--- src/rtl/serial_pkg.sv ---
`default_nettype none
// ============================================================================
// Module      : serial_pkg
// Description : Shared types and constants for the serial byte collector.
// Revision    : 1.0 - initial release
// ============================================================================
package serial_pkg;

    localparam int DEF_DATA_W = 8;

    localparam logic START_BIT = 1'b0;
    localparam logic STOP_BIT  = 1'b1;

    typedef enum logic [1:0] {
        IDLE = 2'd0,
        DATA = 2'd1,
        STOP = 2'd2
    } state_t;

endpackage : serial_pkg
`default_nettype wire

--- src/rtl/serial_byte_collector_if.sv ---
`default_nettype none
// ============================================================================
// Module      : serial_byte_collector_if
// Description : Serial-in strobe bundle and parallel-out valid/ready bundle.
// Revision    : 1.0 - initial release
// ============================================================================
interface serial_byte_collector_if
    import serial_pkg::*;
#(
    parameter int DATA_W = DEF_DATA_W
);
    logic              serDin;
    logic              serValid;
    logic [DATA_W-1:0] outBus;
    logic              outValid;
    logic              outReady;
    logic              frameErr;
    logic              overrun;
    logic              clrOverrun;

    // Collector side: consumes the serial stream, produces the byte.
    modport slave (
        input  serDin, serValid, outReady, clrOverrun,
        output outBus, outValid, frameErr, overrun
    );

    modport master (
        output serDin, serValid, outReady, clrOverrun,
        input  outBus, outValid, frameErr, overrun
    );

endinterface : serial_byte_collector_if
`default_nettype wire

--- src/rtl/serial_byte_collector_bit_shifter.sv ---
`default_nettype none
// ============================================================================
// Module      : bit_shifter
// Description : LSB-first shift register with bit counter and last-bit flag.
// Revision    : 1.0 - initial release
// ============================================================================
module bit_shifter
    import serial_pkg::*;
#(
    parameter int DATA_W = DEF_DATA_W
) (
    input  wire logic              clk,
    input  wire logic              rst_n,
    input  wire logic              i_clr,
    input  wire logic              i_shift_en,
    input  wire logic              i_din,
    output logic      [DATA_W-1:0] o_data,
    output logic                   o_done
);
    localparam int CNT_W = $clog2(DATA_W + 1);

    logic [DATA_W-1:0] r_data;
    logic [CNT_W-1:0]  r_cnt;

    always_ff @(posedge clk or negedge rst_n) begin
        if (!rst_n) begin
            r_data <= '0;
            r_cnt  <= '0;
        end else if (i_clr) begin
            r_data <= '0;
            r_cnt  <= '0;
        end else if (i_shift_en) begin
            r_data <= {i_din, r_data[DATA_W-1:1]};
            r_cnt  <= r_cnt + CNT_W'(1);
        end
    end

    assign o_data = r_data;
    // High while the next shift will be the final data bit of the frame.
    assign o_done = (r_cnt == CNT_W'(DATA_W - 1));

endmodule : bit_shifter
`default_nettype wire

--- src/rtl/serial_byte_collector.sv ---
`default_nettype none
// ============================================================================
// Module      : serial_byte_collector
// Description : Frames a strobed serial stream into bytes with valid/ready out.
// Revision    : 1.0 - initial release
// ============================================================================
module serial_byte_collector
    import serial_pkg::*;
#(
    parameter int DATA_W = DEF_DATA_W
) (
    input  wire logic               clk,
    input  wire logic               rst_n,
    serial_byte_collector_if.slave  bus
);
    state_t            r_state;
    state_t            w_state_nxt;

    logic              w_clr;
    logic              w_shift;
    logic              w_good;
    logic              w_bad;
    logic              w_free;
    logic              w_load;
    logic              w_ovr_set;
    logic              w_done;
    logic [DATA_W-1:0] w_shift_data;

    logic [DATA_W-1:0] r_out_bus;
    logic              r_out_valid;
    logic              r_frame_err;
    logic              r_overrun;

    bit_shifter #(
        .DATA_W     (DATA_W)
    ) u_bit_shifter (
        .clk        (clk),
        .rst_n      (rst_n),
        .i_clr      (w_clr),
        .i_shift_en (w_shift),
        .i_din      (bus.serDin),
        .o_data     (w_shift_data),
        .o_done     (w_done)
    );

    always_ff @(posedge clk or negedge rst_n) begin
        if (!rst_n) begin
            r_state <= IDLE;
        end else begin
            r_state <= w_state_nxt;
        end
    end

    always_comb begin
        w_state_nxt = r_state;
        w_clr       = 1'b0;
        w_shift     = 1'b0;
        w_good      = 1'b0;
        w_bad       = 1'b0;
        case (r_state)
            IDLE: begin
                if (bus.serValid && (bus.serDin == START_BIT)) begin
                    w_clr       = 1'b1;
                    w_state_nxt = DATA;
                end
            end
            DATA: begin
                if (bus.serValid) begin
                    w_shift = 1'b1;
                    if (w_done) begin
                        w_state_nxt = STOP;
                    end
                end
            end
            STOP: begin
                if (bus.serValid) begin
                    w_state_nxt = IDLE;
                    if (bus.serDin == STOP_BIT) begin
                        w_good = 1'b1;
                    end else begin
                        w_bad  = 1'b1;
                    end
                end
            end
            default: begin
                w_state_nxt = IDLE;
            end
        endcase
    end

    // The holding register may be refilled on the same edge it is consumed.
    assign w_free    = !r_out_valid || bus.outReady;
    assign w_load    = w_good && w_free;
    assign w_ovr_set = w_good && !w_free;

    always_ff @(posedge clk or negedge rst_n) begin
        if (!rst_n) begin
            r_out_bus   <= '0;
            r_out_valid <= 1'b0;
            r_frame_err <= 1'b0;
            r_overrun   <= 1'b0;
        end else begin
            r_frame_err <= w_bad;
            if (w_load) begin
                r_out_bus   <= w_shift_data;
                r_out_valid <= 1'b1;
            end else if (r_out_valid && bus.outReady) begin
                r_out_valid <= 1'b0;
            end
            if (w_ovr_set) begin
                r_overrun <= 1'b1;
            end else if (bus.clrOverrun) begin
                r_overrun <= 1'b0;
            end
        end
    end

    assign bus.outBus   = r_out_bus;
    assign bus.outValid = r_out_valid;
    assign bus.frameErr = r_frame_err;
    assign bus.overrun  = r_overrun;

endmodule : serial_byte_collector
`default_nettype wire

--- src/flat_wrapper.sv ---
// flat-port wrapper written by rule: the top's interface ports become plain ports
module serial_byte_collector_flat import serial_pkg::*;
#(
    parameter int DATA_W = DEF_DATA_W
)
  (clk, rst_n, bus_serDin, bus_serValid, bus_outReady, bus_clrOverrun, bus_outBus, bus_outValid, bus_frameErr, bus_overrun);
  serial_byte_collector_if #(.DATA_W(DATA_W)) bus_i ();
  input  wire logic clk;
  input  wire logic rst_n;
  input wire logic [$bits(bus_i.serDin)-1:0] bus_serDin;
  input wire logic [$bits(bus_i.serValid)-1:0] bus_serValid;
  input wire logic [$bits(bus_i.outReady)-1:0] bus_outReady;
  input wire logic [$bits(bus_i.clrOverrun)-1:0] bus_clrOverrun;
  output wire logic [$bits(bus_i.outBus)-1:0] bus_outBus;
  output wire logic [$bits(bus_i.outValid)-1:0] bus_outValid;
  output wire logic [$bits(bus_i.frameErr)-1:0] bus_frameErr;
  output wire logic [$bits(bus_i.overrun)-1:0] bus_overrun;
  assign bus_i.serDin = bus_serDin;
  assign bus_i.serValid = bus_serValid;
  assign bus_i.outReady = bus_outReady;
  assign bus_i.clrOverrun = bus_clrOverrun;
  assign bus_outBus = bus_i.outBus;
  assign bus_outValid = bus_i.outValid;
  assign bus_frameErr = bus_i.frameErr;
  assign bus_overrun = bus_i.overrun;
  serial_byte_collector #(.DATA_W(DATA_W)) u_core (.clk(clk), .rst_n(rst_n), .bus(bus_i));
endmodule
--- config.mk ---
export PLATFORM = sky130hd
export DESIGN_NAME = serial_byte_collector_flat
export DESIGN_NICKNAME = d
export VERILOG_FILES = /design/src/rtl/serial_pkg.sv /design/src/rtl/serial_byte_collector_if.sv /design/src/rtl/serial_byte_collector_bit_shifter.sv /design/src/rtl/serial_byte_collector.sv /design/src/flat_wrapper.sv
export SDC_FILE = /design/constraint.sdc
export NUM_CORES = 1
export LEC_CHECK = 0
export ABC_AREA = 1
export BUFFER_PORTS_ARGS = -buffer_cell sky130_fd_sc_hd__buf_2
export CAP_MARGIN = 10
export CORE_ASPECT_RATIO = 2
export CORE_MARGIN = 4
export CORE_UTILIZATION = 40
export DETAILED_ROUTE_END_ITERATION = 8
export GPL_ROUTABILITY_DRIVEN = 0
export SKIP_LAST_GASP = 1
export SLEW_MARGIN = 30
export SYNTH_ARGS = -nofsm -noshare
export SYNTH_HDL_FRONTEND = slang
export SYNTH_SLANG_ARGS = --single-unit
--- constraint.sdc ---
create_clock -name clk -period 2 [get_ports clk]
set_input_delay 0.1 -clock clk [delete_from_list [all_inputs] [get_ports clk]]
set_output_delay 0.1 -clock clk [all_outputs]
set_load 0.01 [all_outputs]
Word-level counts from Yosys, hierarchy flattened
Index checks and enable logic that the tools add are counted.
W data, S select, Z words.
Operators by class
  add/sub/neg operators: 1
  eq/ne operators: 7
  mux-type cells: 23
  bitwise logic cells: 1
  reductions and logical operators: 12
Operator list (number)
  $mux W8: 2
  $mux W1: 14
  $mux W2: 4
  $mux W4: 2
  $ne A2 B2 Y1 const B: 3
  $pmux W2 S3: 1
  $reduce_bool A2 Y1: 3
  $add A4 B1 Y4 const B: 1
  $eq A4 B3 Y1 const B: 1
  $logic_and A1 B1 Y1: 4
  $reduce_and A4 Y1: 1
  $eq A2 B1 Y1 const B: 1
  $eq A2 B2 Y1 const B: 1
  $logic_not A1 Y1: 2
  $logic_not A2 Y1: 1
  $ne A2 B1 Y1 const B: 1
  $logic_or A1 B1 Y1: 1
  $not A1 Y1: 1
Word-level totals
  register bits after elaboration: 25
  input port bits: 6
  output and inout port bits: 11

Depth between registers and ports, before layout
Gate-level depths: netlist of run 1.
  depth after elaboration: 5
  mapped depth: 7
  mapped depth without buffers: 7

Cells and area by module
Synthesis of run 1 repeated with hierarchy kept, for this count alone.
Unflattened totals
  cell total of the unflattened synthesis: 115
  area, all modules: 1067.3 sq um
Modules (own cells, without submodules)
  serial_byte_collector: times used 1, cells each 62, area an instance 559.3 sq um
  bit_shifter: times used 1, cells each 53, area an instance 508.0 sq um

Least setup slack after synthesis of run 1
OpenSTA, ideal clock, no wires.
  path kind: register to register
  start: register u_core.r_state[0]
  end: register u_core.r_out_bus[0], in the netlist u_core.bus.outBus[0]
  arrival: 0.974 ns
  path slack: 0.961 ns
  cell stages (with the launch flop): 8
  buffers on the path: 0
  path through: dfrtp_1 > inv_2 > nand2_1 > nor2_2 > nand2_4 > inv_2 > nand2_1 > nand2_1
Between the ends
  longest elaborated chain between the ends: 3
Ends and longest elaborated chain
  start: declaration: line serial_byte_collector.sv:16  | state_t r_state;
  start signal: assignment: line serial_byte_collector.sv:50  | r_state <= w_state_nxt;
  $eq A2 B2 Y1: line serial_byte_collector.sv:60  | case (r_state)
  $mux W1: line serial_byte_collector.sv:60
  $logic_and A1 B1 Y1: line serial_byte_collector.sv:93  | assign w_load = w_good && w_free;
  end signal: assignment: line serial_byte_collector.sv:105  | r_out_bus <= w_shift_data;
  end: declaration: line serial_byte_collector.sv:29  | logic [DATA_W-1:0] r_out_bus;
Every way passes these cells.
A chain may end at the register's enable or synchronous reset.

Worst setup path after layout of run 1
  start: register u_core.r_state[0]
  end: register u_core.r_state[0]
Between the ends
  longest elaborated chain between the ends: 3
  elaborated cells between the ends (all ways): 9
  classes of those cells: eq/ne (6); mux (1); reduce/logical (2)
Ends and longest elaborated chain (line)
  $eq A2 B1 Y1 (tied with other cells): serial_byte_collector.sv:60
  $ne A2 B2 Y1 (no line) or $ne A2 B1 Y1 (tied branches)
  $reduce_and A4 Y1 (no line)
Parallel ways exist; a longest one is shown, timed or not.

==> key figures, run 1 <==
Outcome
  • Status: finished clean

Final layout
  • Ant diodes: 0
  • Fin util: 0.485
  • Area of the multi-input gates: 422 um2
  • Layout cell share with drive strength beyond 1: 0.180
  • Register area: 626 um2
  • Nets@finish: 158
  • Synth-to-Final Area Change: 13.6%
  • Commonest non-fill, non-tap cell in the layout: nand2_1
  • Most frequent cells in the layout: nand2_1, dfrtp_1, buf_2
  • Fillcell total: 267

Clock network
  • CTS tree: built
  • Worst-skew pair later-pin latency: 260 ps
  • Root buffer cell: clkbuf_8
  • Num CTS Buffers: 3
  • Worst-path clk slew: 80 ps
  • H-tree levels: 1
  • Longest Clk Path Bufs: 2
  • Clock sink count: 25
  • Post-cts sizing count: 0

Logic synthesis
  • Largest family of logic cells by synthesized area: simple AND/OR/NAND/NOR gates
  • Post-Synth XOR/XNOR Area: 0.00788
  • Flops & latches, synth: 25
  • Mapped Avg Cell Area: 8.48 um2
  • Syn nets: 138
  • Synth Cell Area: 0.00111 mm2
  • Mux cell area share after synthesis: 0
  • Yosys warns: 0
  • Post-Synth Simple-Gate Area: 0.320
  • Synth Area in Adders: 0.0113
  • Gate Count Post-Synth: 131
  • Netlist cell types: 18
  • Seq/Total Area, Yosys: 0.563
  • Compound-cell area share of the yosys netlist: 0.0405

Worst hold path
  • Worst hold path class: input port to flip-flop

Global route
  • Total grt overflow: 0
  • Vias in the first global route: 860
  • Initial antenna violation count: 0
  • Largest net degree at the start of global routing: 26
  • Total track usage: 0.127
  • First-pass GRT wire length: 3540 um

Setup path
  • Nature of the critical path endpoint: flip-flop
  • Critical Path RT: 2140 ps
  • Crit-path max FO: 12
  • Most used cell along the critical path: nand2_1
  • Slowest Stage Delay on Critical Path: 440 ps
  • Crit-path cells: nor2_1 -> nand2_1 -> nand2_1 -> nand2_1 -> nand2_1 -> nand2_1
  • Startpoint types: flip-flop
  • WS Path Type: flip-flop to flip-flop
  • Worst path slowest cell: dfrtp_1
  • Data arrival, critical path: 1400 ps
  • Critical path buffers and inverters: 0
  • Top delay family on crit path: simple AND/OR/NAND/NOR gates
  • Reg-to-reg slack, setup: 740 ps

STA
  • Max-slew violation count: 0
  • Fin crit share: 0.629
  • Tightest Pin Transition: 536 ps
  • Fmax: 795 MHz
  • Fin crit period: 1260 ps
  • Max_slew headroom: 0.642
  • TNS Setup: 0 ps
  • Final setup viols: 0
  • Setup Skew: 1.86 ps
  • Final Hold Vio Count: 0
  • RSZ-0062 raised after global routing: no

Power
  • Worst vdd ir: 693 uV
  • P per Cell Area: 1180 mW/mm2
  • Pwr Total: 1.48 mW
  • Leak pwr: 0.715 nW

Floorplan
  • Initial Util: 0.427
  • Core Rows: 26
  • Boundary Pins: 17
  • Die extent in x: 45.3 um
  • CORE AREA: 0.00260 mm2
  • Die ar.: 0.00374 mm2
  • Die height: 82.5 um

Routing
  • 1st-iter DRT viols: 14
  • DRT antenna net count: 0
  • # DRC: 0
  • DR vias: 846
  • WL/cell: 11.2 um
  • Wl on met1: 809 um
  • Met3 wire length: 55 um
  • Top sig layer: met4
  • DR pass1 iterations: 4
  • Vias per cell: 4.75
  • Drt total wl: 2000 um
  • Met2 wire length: 1090 um

Place
  • Port Buffers: 16
  • Post-DP HPWL: 1540 um

Flow run
  • Max_cap viols: 0
==> cell families (layout without fill, tap and decap cells) <==
kind of cell,after synthesis,in the layout
flops,25,25
xor+xnor,1,1
fa+ha+maj,1,1
simple gates,81,81
compound gates,9,9
buf+inv,14,33
==> worst paths after layout <==
kind                                            from                             to  depth (start not counted)
worst max-delay path               u_core.r_state[0]              u_core.r_state[0]                          6
worst min-delay path                  bus_clrOverrun             u_core.bus.overrun                          2
worst max register to register     u_core.r_state[0]              u_core.r_state[0]                          6
worst min register to register  u_core.bus.outBus[2]           u_core.bus.outBus[2]                          2
max in group asynchronous                      rst_n  u_core.u_bit_shifter.r_cnt[1]                          2
min in group asynchronous                      rst_n             u_core.bus.overrun                          2
==> area by class of cell <==
cell class,count,area share
Clock buffer,4,0.0357
Inverter,12,0.0357
Multi-Input combinational cell,92,0.334
Sequential cell,25,0.496
Tap cell,28,0.0278
Timing Repair Buffer,17,0.0714
==> metal layers <==
| metal | vias up | track usage |
|---|---|---|
| met5 | - | 0 |
| met4 | 0 | 0.0645 |
| met3 | 6 | 0.0130 |
| met2 | 13 | 0.227 |
| met1 | 384 | 0.143 |
| li1 | 443 | - |
==> sequential cells by signal, indices dropped and copies added, names as in the netlist <==
name / flops
u_core.r_state: 2
u_core.bus.outValid: 1
u_core.bus.frameErr: 1
u_core.u_bit_shifter.o_data: 8
u_core.bus.outBus: 8
u_core.u_bit_shifter.r_cnt: 4
u_core.bus.overrun: 1
==> synthesized netlist by cell type <==
library cell,number,area (um2)
inv_1,9,33.8
xor2_1,1,8.76
buf_4,1,7.51
ha_1,1,12.5
nand2_2,1,6.26
nor2_1,5,18.8
nand4_1,1,6.26
o21ai_0,1,5.00
buf_6,1,11.3
o21ai_1,8,40.0
nor2_4,1,11.3
inv_2,3,11.3
nand2_1,60,225
nor2_8,1,20.0
dfrtp_1,25,626
nand2_4,1,11.3
nand3_1,10,50.1
nor2_2,1,6.26
==> where the power goes <==
| part | total (mW) | leakage, nW | internal (mW) | switching [mW] |
|---|---|---|---|---|
| Sequential | 0.738 | 0.341 | 0.631 | 0.108 |
| Combinational | 0.455 | 0.351 | 0.158 | 0.297 |
| Clock | 0.292 | 0.0228 | 0.142 | 0.150 |
==> stage by stage <==
step | instance area (um2) | std cells | hold WS [ps] | setup WS, ps
final | 1260 | 178 | 24.9 | 742
after CTS | 1260 | 178 | 26.2 | 731
after detailed placement | 1210 | 173 | 123 | 746
after global routing | 1260 | 178 | 28.2 | 559
after global placement | 1210 | 173 | 114 | 791
after floorplan | 1110 | 131 | -196 | 961
==> timing repair <==
action,4_1_cts,5_1_grt
endpoints found under the hold margin,25,0
buffers inserted,0,0
hold buffers,1,0
(Power assumes the default switching activity.)
==> run 2, diff against run 1 <==
==> constraint.sdc (replaced) <==
create_clock -name clk -period 1.2 [get_ports clk]
set_input_delay 0.06 -clock clk [delete_from_list [all_inputs] [get_ports clk]]
set_output_delay 0.06 -clock clk [all_outputs]
set_load 0.01 [all_outputs]
==> run 2 against run 1 <==
  * Global-route usage is 0.31 points higher
  * Largest power group unchanged
  * Register-to-register slack worse by 660 ps
  * Clock power is 70% higher
  * Combinational power is 100% higher
  * Utilization is 3.1 points higher
  * Cell count is 3.9% higher
  * Clock skew is 3.5 ps higher
  * Sequential share of layout area is 2.9 points lower
  * Maximum frequency is 13% higher
  * Total power is 78% higher
  * Worst hold slack better by 33 ps
  * Final area is 6.4% higher
==> key figures, run 2 (same netlist as run 1, synthesis figures left out) <==
Outcome
  • Status: finished clean

Final layout
  • Most frequent cells in the layout: nand2_1, dfrtp_1, buf_2
  • Register area: 627 um2 (+0.20%)
  • Area of the multi-input gates: 427 um2 (+1.2%)
  • Layout cell share with drive strength beyond 1: 0.229 (+0.0493)
  • Fin util: 0.516 (+0.0312)
  • Ant diodes: 0 (unchanged)
  • Synth-to-Final Area Change: 20.9%
  • Nets@finish: 165 (+4.4%)
  • Commonest non-fill, non-tap cell in the layout: nand2_1
  • Fillcell total: 248 (-7.1%)

Flow run
  • Max_cap viols: 0 (unchanged)

STA
  • Final Hold Vio Count: 0 (unchanged)
  • Tightest Pin Transition: 539 ps (+3.01 ps)
  • RSZ-0062 raised after global routing: yes
  • Hold WS: 57.5 ps (+32.6 ps)
  • Max-slew violation count: 0 (unchanged)
  • Fmax: 897 MHz (+13%)
  • Max_slew headroom: 0.640 (-0.00201)
  • Setup Skew: 5.33 ps (+3.47 ps)
  • Fin crit period: 1110 ps (-143 ps)
  • Fin crit share: 0.929 (+0.300)
  • Final worst slack: 85.1 ps (-657 ps)
  • Final setup viols: 0 (unchanged)

Place
  • Port Buffers: 16 (unchanged)
  • Post-DP HPWL: 1600 um (+3.8%)
  • Pre-CTS setup slack: 26.3 ps (-720 ps)

Floorplan
  • Die height: 82.5 um (unchanged)
  • Die ar.: 0.00374 mm2 (unchanged)
  • Boundary Pins: 17 (unchanged)
  • Core Rows: 26 (unchanged)
  • CORE AREA: 0.00260 mm2 (unchanged)
  • Die extent in x: 45.3 um (unchanged)
  • Initial Util: 0.427 (unchanged)

Clock network
  • Root buffer cell: clkbuf_8
  • Longest Clk Path Bufs: 2 (unchanged)
  • Worst-skew pair later-pin latency: 270 ps (about the same)
  • H-tree levels: 1 (unchanged)
  • Worst-path clk slew: 90 ps (about the same)
  • CTS tree: built
  • Clock sink count: 25 (unchanged)
  • Num CTS Buffers: 3 (unchanged)

Setup path
  • Slowest Stage Delay on Critical Path: 430 ps (about the same)
  • WS Path Type: flip-flop to flip-flop
  • Worst path slowest cell: dfrtp_1
  • Critical Path RT: 1400 ps (-740 ps)
  • Data arrival, critical path: 1320 ps (-80 ps)
  • Crit-path max FO: 7 (-5)
  • Top delay family on crit path: flip-flops
  • Nature of the critical path endpoint: flip-flop
  • Crit-path cells: inv_2 -> nand2_2 -> nor2_8 -> buf_6 -> nand3_1 -> o21ai_1
  • Critical path buffers and inverters: 2 (+2)
  • Startpoint types: flip-flop

Worst hold path
  • Worst hold path class: input port to flip-flop

Routing
  • DR vias: 885 (+4.6%)
  • # DRC: 0 (unchanged)
  • WL/cell: 11.3 um (+0.84%)
  • Vias per cell: 4.78 (+0.65%)
  • DRT antenna net count: 0 (unchanged)
  • DR pass1 iterations: 4 (unchanged)
  • 1st-iter DRT viols: 25 (+11)
  • Drt total wl: 2090 um (+4.8%)

Power
  • P per Cell Area: 1960 mW/mm2 (+67%)
  • Pwr Total: 2.64 mW (+78%)
  • Leak pwr: 0.758 nW (+5.9%)
  • Worst vdd ir: 1210 uV (+74%)

Global route
  • Largest net degree at the start of global routing: 26 (unchanged)
  • Total grt overflow: 0 (unchanged)
  • Vias in the first global route: 888 (+3.3%)
  • Total track usage: 0.130 (+0.00309)
  • First-pass GRT wire length: 3640 um (+2.7%)
  • Initial antenna violation count: 0 (unchanged)
-- run 2: cell count changes in the layout (fill, tap and decap cells not counted) --
cell,previous run,this run
dlygate4sd3_1,1,2
buf_4,0,4
clkinv_2,0,1
nor2_2,1,0
buf_6,0,1
buf_12,0,1
inv_4,0,1
dfrtp_2,0,1
dfrtp_1,25,24
clkbuf_1,1,0
inv_1,9,8
nor2_4,1,2
-- run 2: final cells by class --
class                           instances  share of cell area
Timing Repair Buffer                   24               0.120
Multi-Input combinational cell         92               0.318
Tap cell                               28              0.0261
Clock buffer                            3              0.0307
Sequential cell                        25               0.466
Clock inverter                          1             0.00372
Inverter                               12              0.0354
-- run 2: layer usage --
metal  track usage  vias up  wire [um]
li1              -      457          -
met1         0.138      411        868
met2         0.240       12       1120
met3        0.0130        5         53
met4        0.0704        0         48
met5             0        -          0
-- run 2: timing repair --
action / in CTS / in global routing
hold endpoints to repair: 26 / 0
gates resized for setup: 0 / 5
setup buffers: 0 / 1
hold buffers: 2 / 0
endpoints found under the setup margin: 0 / 9
-- run 2: worst min-delay path, stage by stage --
cell,delay (ps)
buf_2,120
nand2_1,80
nor2_1,40
-- run 2: power by group --
group / internal (mW) / total (mW) / leakage, nW / switching (mW)
clock: 0.232 / 0.497 / 0.0255 / 0.264
combinational: 0.380 / 0.912 / 0.392 / 0.533
sequential: 1.05 / 1.23 / 0.340 / 0.176
total: 1.67 / 2.64 / 0.758 / 0.973
-- run 2: worst paths after layout --
kind	from	end	slack [ps]	cells past startpoint
max	u_core.r_state[1]	u_core.u_bit_shifter.o_data[5]	90	6
min	bus_serValid	u_core.bus.frameErr	60	3
max in group asynchronous	rst_n	u_core.r_state[0]	520	2
min in group asynchronous	rst_n	u_core.bus.outBus[7]	300	2
max reg2reg	u_core.r_state[1]	u_core.u_bit_shifter.o_data[5]	90	6
min reg2reg	u_core.u_bit_shifter.o_data[7]	u_core.bus.outBus[7]	480	2
-- run 2: stage by stage --
stage          TNS, ps  instance area [um2]  instances
4_1_cts              0                 1320        184
2_1_floorplan        0                 1110        131
3_5_place_dp         0                 1260        178
6_report             0                 1340        185
5_1_grt          -14.4                 1340        185
3_3_place_gp         0                 1260        178
==> run 3, diff against run 2 <==
--- a/config.mk
+++ b/config.mk
@@ -5,7 +5,6 @@
 export SDC_FILE = /design/constraint.sdc
 export NUM_CORES = 1
 export LEC_CHECK = 0
-export ABC_AREA = 1
 export BUFFER_PORTS_ARGS = -buffer_cell sky130_fd_sc_hd__buf_2
 export CAP_MARGIN = 10
 export CORE_ASPECT_RATIO = 2
@@ -17,4 +16,5 @@
 export SLEW_MARGIN = 30
 export SYNTH_ARGS = -nofsm -noshare
 export SYNTH_HDL_FRONTEND = slang
+export SYNTH_HIERARCHICAL = 1
 export SYNTH_SLANG_ARGS = --single-unit
==> constraint.sdc (replaced) <==
create_clock -name clk -period 1.4 [get_ports clk]
set_input_delay 0.07 -clock clk [delete_from_list [all_inputs] [get_ports clk]]
set_output_delay 0.07 -clock clk [all_outputs]
set_load 0.01 [all_outputs]
==> run 3 against run 2 <==
  * Final area shrank 3.7%
  * Wire length shrank 8.5%
  * Critical path depth shrank 2
  * Sequential power shrank 13%
  * Worst hold slack gained 30 ps
  * Sequential share of layout area grew 1.7 points
  * Cell count shrank 28%
  * Setup slack lost 47 ps
  * Sequential cell count is the same
  * Area after synthesis shrank 2.3%
  * First-iteration DRC count shrank 52%
  * Critical endpoint is now u_core/bus.outBus[0]
==> key figures, run 3 <==
Routing
  • # DRC: 0 (unchanged)
  • 1st-iter DRT viols: 12 (-52%)
  • WL/cell: 14.4 um (+27%)
  • DR pass1 iterations: 3 (-1)
  • DR vias: 670 (-24%)
  • Vias per cell: 5.04 (+5.3%)
  • Drt total wl: 1920 um (-8.5%)
  • DRT antenna net count: 0 (unchanged)

Floorplan
  • Die height: 81.7 um (-1.0%)
  • Die extent in x: 44.8 um (-0.93%)
  • Die ar.: 0.00366 mm2 (-1.9%)
  • Initial Util: 0.423 (-0.00433)
  • CORE AREA: 0.00257 mm2 (-1.3%)
  • Boundary Pins: 17 (unchanged)
  • Core Rows: 26 (unchanged)

STA
  • Max_slew headroom: 0.633 (-0.00738)
  • RSZ-0062 raised after global routing: yes
  • Final setup viols: 0 (unchanged)
  • Tightest Pin Transition: 551 ps (+11.1 ps)
  • Final worst slack: 37.6 ps (-47.4 ps)
  • Fin crit share: 0.973 (+0.0440)
  • Final Hold Vio Count: 0 (unchanged)
  • Fmax: 734 MHz (-18%)
  • Fin crit period: 1360 ps (+247 ps)
  • Setup Skew: 4.33 ps (-0.993 ps)
  • TNS Setup: 0 ps (unchanged)
  • Max-slew violation count: 0 (unchanged)

Outcome
  • Status: finished clean

Power
  • Sw Pwr: 600 uW (-38%)
  • Leak pwr: 0.670 nW (-12%)
  • P_int: 1.42 mW (-15%)
  • Reg power frac: 0.531 (+0.065)
  • Worst vdd ir: 866 uV (-28%)
  • Logic pwr share: 0.262 (-0.084)
  • Pwr Total: 2.02 mW (-24%)
  • Clock share of power: 0.207 (+0.019)
  • P per Cell Area: 1560 mW/mm2 (-21%)
  • Switch share: 0.297 (-0.0713)

Clock network
  • CTS tree: built
  • Longest Clk Path Bufs: 2 (unchanged)
  • H-tree levels: 1 (unchanged)
  • Post-CTS Setup Repair Bufs: 0 (unchanged)
  • Worst-path clk slew: 80 ps (about the same)
  • Root buffer cell: clkbuf_8
  • Worst-skew pair later-pin latency: 260 ps (about the same)
  • Clock sink count: 25 (unchanged)
  • Num CTS Buffers: 3 (unchanged)

Global route
  • First-pass GRT wire length: 3310 um (-8.9%)
  • Met3 GRT Util: 0.0197 (+0.00672)
  • Met1 Use GR: 0.130 (-0.00754)
  • Grt peak-use layer: met2
  • Vias in the first global route: 725 (-18%)
  • Total grt overflow: 0 (unchanged)
  • Initial antenna violation count: 0 (unchanged)
  • Largest net degree at the start of global routing: 26 (unchanged)
  • Global routing usage on met2: 0.232 (-0.00807)
  • Total track usage: 0.124 (-0.00643)

Logic synthesis
  • Most common library cells after synthesis: dfrtp_1, nor2_1, mux2_4, mux2i_1, nand2b_1
  • Flops & latches, synth: 25 (unchanged)
  • Yosys top cell area share: 0.576 (+0.0130)
  • Gate Count Post-Synth: 81 (-38%)
  • Yosys top cell by area: dfrtp_1
  • Syn nets: 88 (-36%)
  • Area contributors post-synth: dfrtp_1, mux2_4, mux2i_1, nor2_1, buf_6
  • Most numerous cell in the Yosys netlist: dfrtp_1
  • Netlist cell types: 24 (+6)
  • Mapped Avg Cell Area: 13.4 um2 (+58%)
  • Synth Cell Area: 0.00109 mm2 (-2.3%)
  • Post-synth EDFFs: 0 (unchanged)
  • Post-synthesis async set-or-reset flop share: 1.00 (unchanged)
  • Yosys warns: 6 (+6)
  • Main synth FF type: dfrtp_1
  • Seq/Total Area, Yosys: 0.576 (+0.0130)

Setup path
  • Crit-path max FO: 8 (+1)
  • WS Path Type: flip-flop to flip-flop
  • Critical Path RT: 1550 ps (+150 ps)
  • Data arrival, critical path: 1510 ps (+190 ps)
  • Nature of the critical path endpoint: flip-flop
  • Startpoint types: flip-flop

Final layout
  • Fin util: 0.503 (-0.0129)
  • Most frequent cells in the layout: dfrtp_1, buf_2, nor2_1
  • Nets@finish: 113 (-32%)
  • Synth-to-Final Area Change: 19.1%
  • Layout cell share with drive strength beyond 1: 0.343 (+0.114)
  • Commonest non-fill, non-tap cell in the layout: dfrtp_1
  • Ant diodes: 0 (unchanged)

Place
  • Port Buffers: 16 (unchanged)
  • Post-DP HPWL: 1410 um (-12%)
  • Pre-CTS setup slack: 64.6 ps (+38.3 ps)

Flow run
  • Max_cap viols: 0 (unchanged)

Worst hold path
  • Worst hold path class: input port to flip-flop
[run 3: cell count changes after synthesis, sizes merged, moves of 2 or more]
cell	change
mux2	+9
o21ai	-8
nand3	-10
nor2b	+3
nor2	+5
nand2	-60
nand2b	+3
nand4b	+2
inv	-11
mux2i	+9
[run 3: metrics by stage]
stage          instance area (um2)  instances  hold slack [ps]
6_report                      1290        133             87.1
5_1_grt                       1290        133              108
4_1_cts                       1290        133             85.3
3_5_place_dp                  1220        127             90.5
3_3_place_gp                  1220        127             82.3
2_1_floorplan                 1090         81             -226
[run 3: cells by family (layout without fill, tap and decap cells)]
family          after synthesis  in the layout  synth area share
mux                          18             18             0.207
buf+inv                       4             28            0.0288
simple gates                 27             27             0.136
flops                        25             25             0.576
xor+xnor                      1              1           0.00807
compound gates                5              5            0.0323
fa+ha+maj                     1              1            0.0115
[run 3: cell type report]
type	instances	area [um2]
timing repair buffer	23	150
fill	241	1280
multi-input combinational	52	434
tap	28	35.0
clock buffer	4	45.0
sequential	25	626
inverter	1	3.75
[run 3: path summary, 6_finish.rpt]
path                                      startpoint  cells after the start                   end  slack (ps)
worst max-delay path               u_core/r_state[0]                      4  u_core/bus.outBus[0]          40
worst min-delay path                    bus_serValid                      2     u_core/r_state[0]          90
worst max register to register     u_core/r_state[0]                      4  u_core/bus.outBus[0]          40
worst min register to register  u_core/bus.outBus[3]                      1  u_core/bus.outBus[3]         510
max in group asynchronous                      rst_n                      2     u_core/r_state[1]         720
min in group asynchronous                      rst_n                      2  u_core/bus.outBus[4]         320
[run 3: layer usage]
metal | vias to the layer above | wire length (um)
met3 | 2 | 52
met5 | - | 0
met1 | 335 | 738
li1 | 326 | -
met2 | 7 | 1110
met4 | 0 | 19
[run 3: worst max-delay path, stage by stage, from the launching register on]
cell	delay [ps]
dfrtp_1	380
nand4b_2	250
nor2b_4	170
buf_12	140
mux2_4	300
[run 3: what timing repair did]
item                                    in CTS  in global routing
gates resized for setup                      0                  1
endpoints found under the hold margin       26                  0
hold buffers                                 2                  0
endpoints found under the setup margin       0                 10
[run 3: power by group through the flow]
stage | Sequential (mW) | Clock (mW) | Combinational, mW
after floorplan | 1.06 | 0 | 0.389
after global placement | 1.08 | 0 | 0.511
after detailed placement | 1.09 | 0 | 0.528
after CTS | 1.07 | 0.428 | 0.535
after global routing | 1.10 | 0.470 | 0.593
final | 1.07 | 0.417 | 0.529
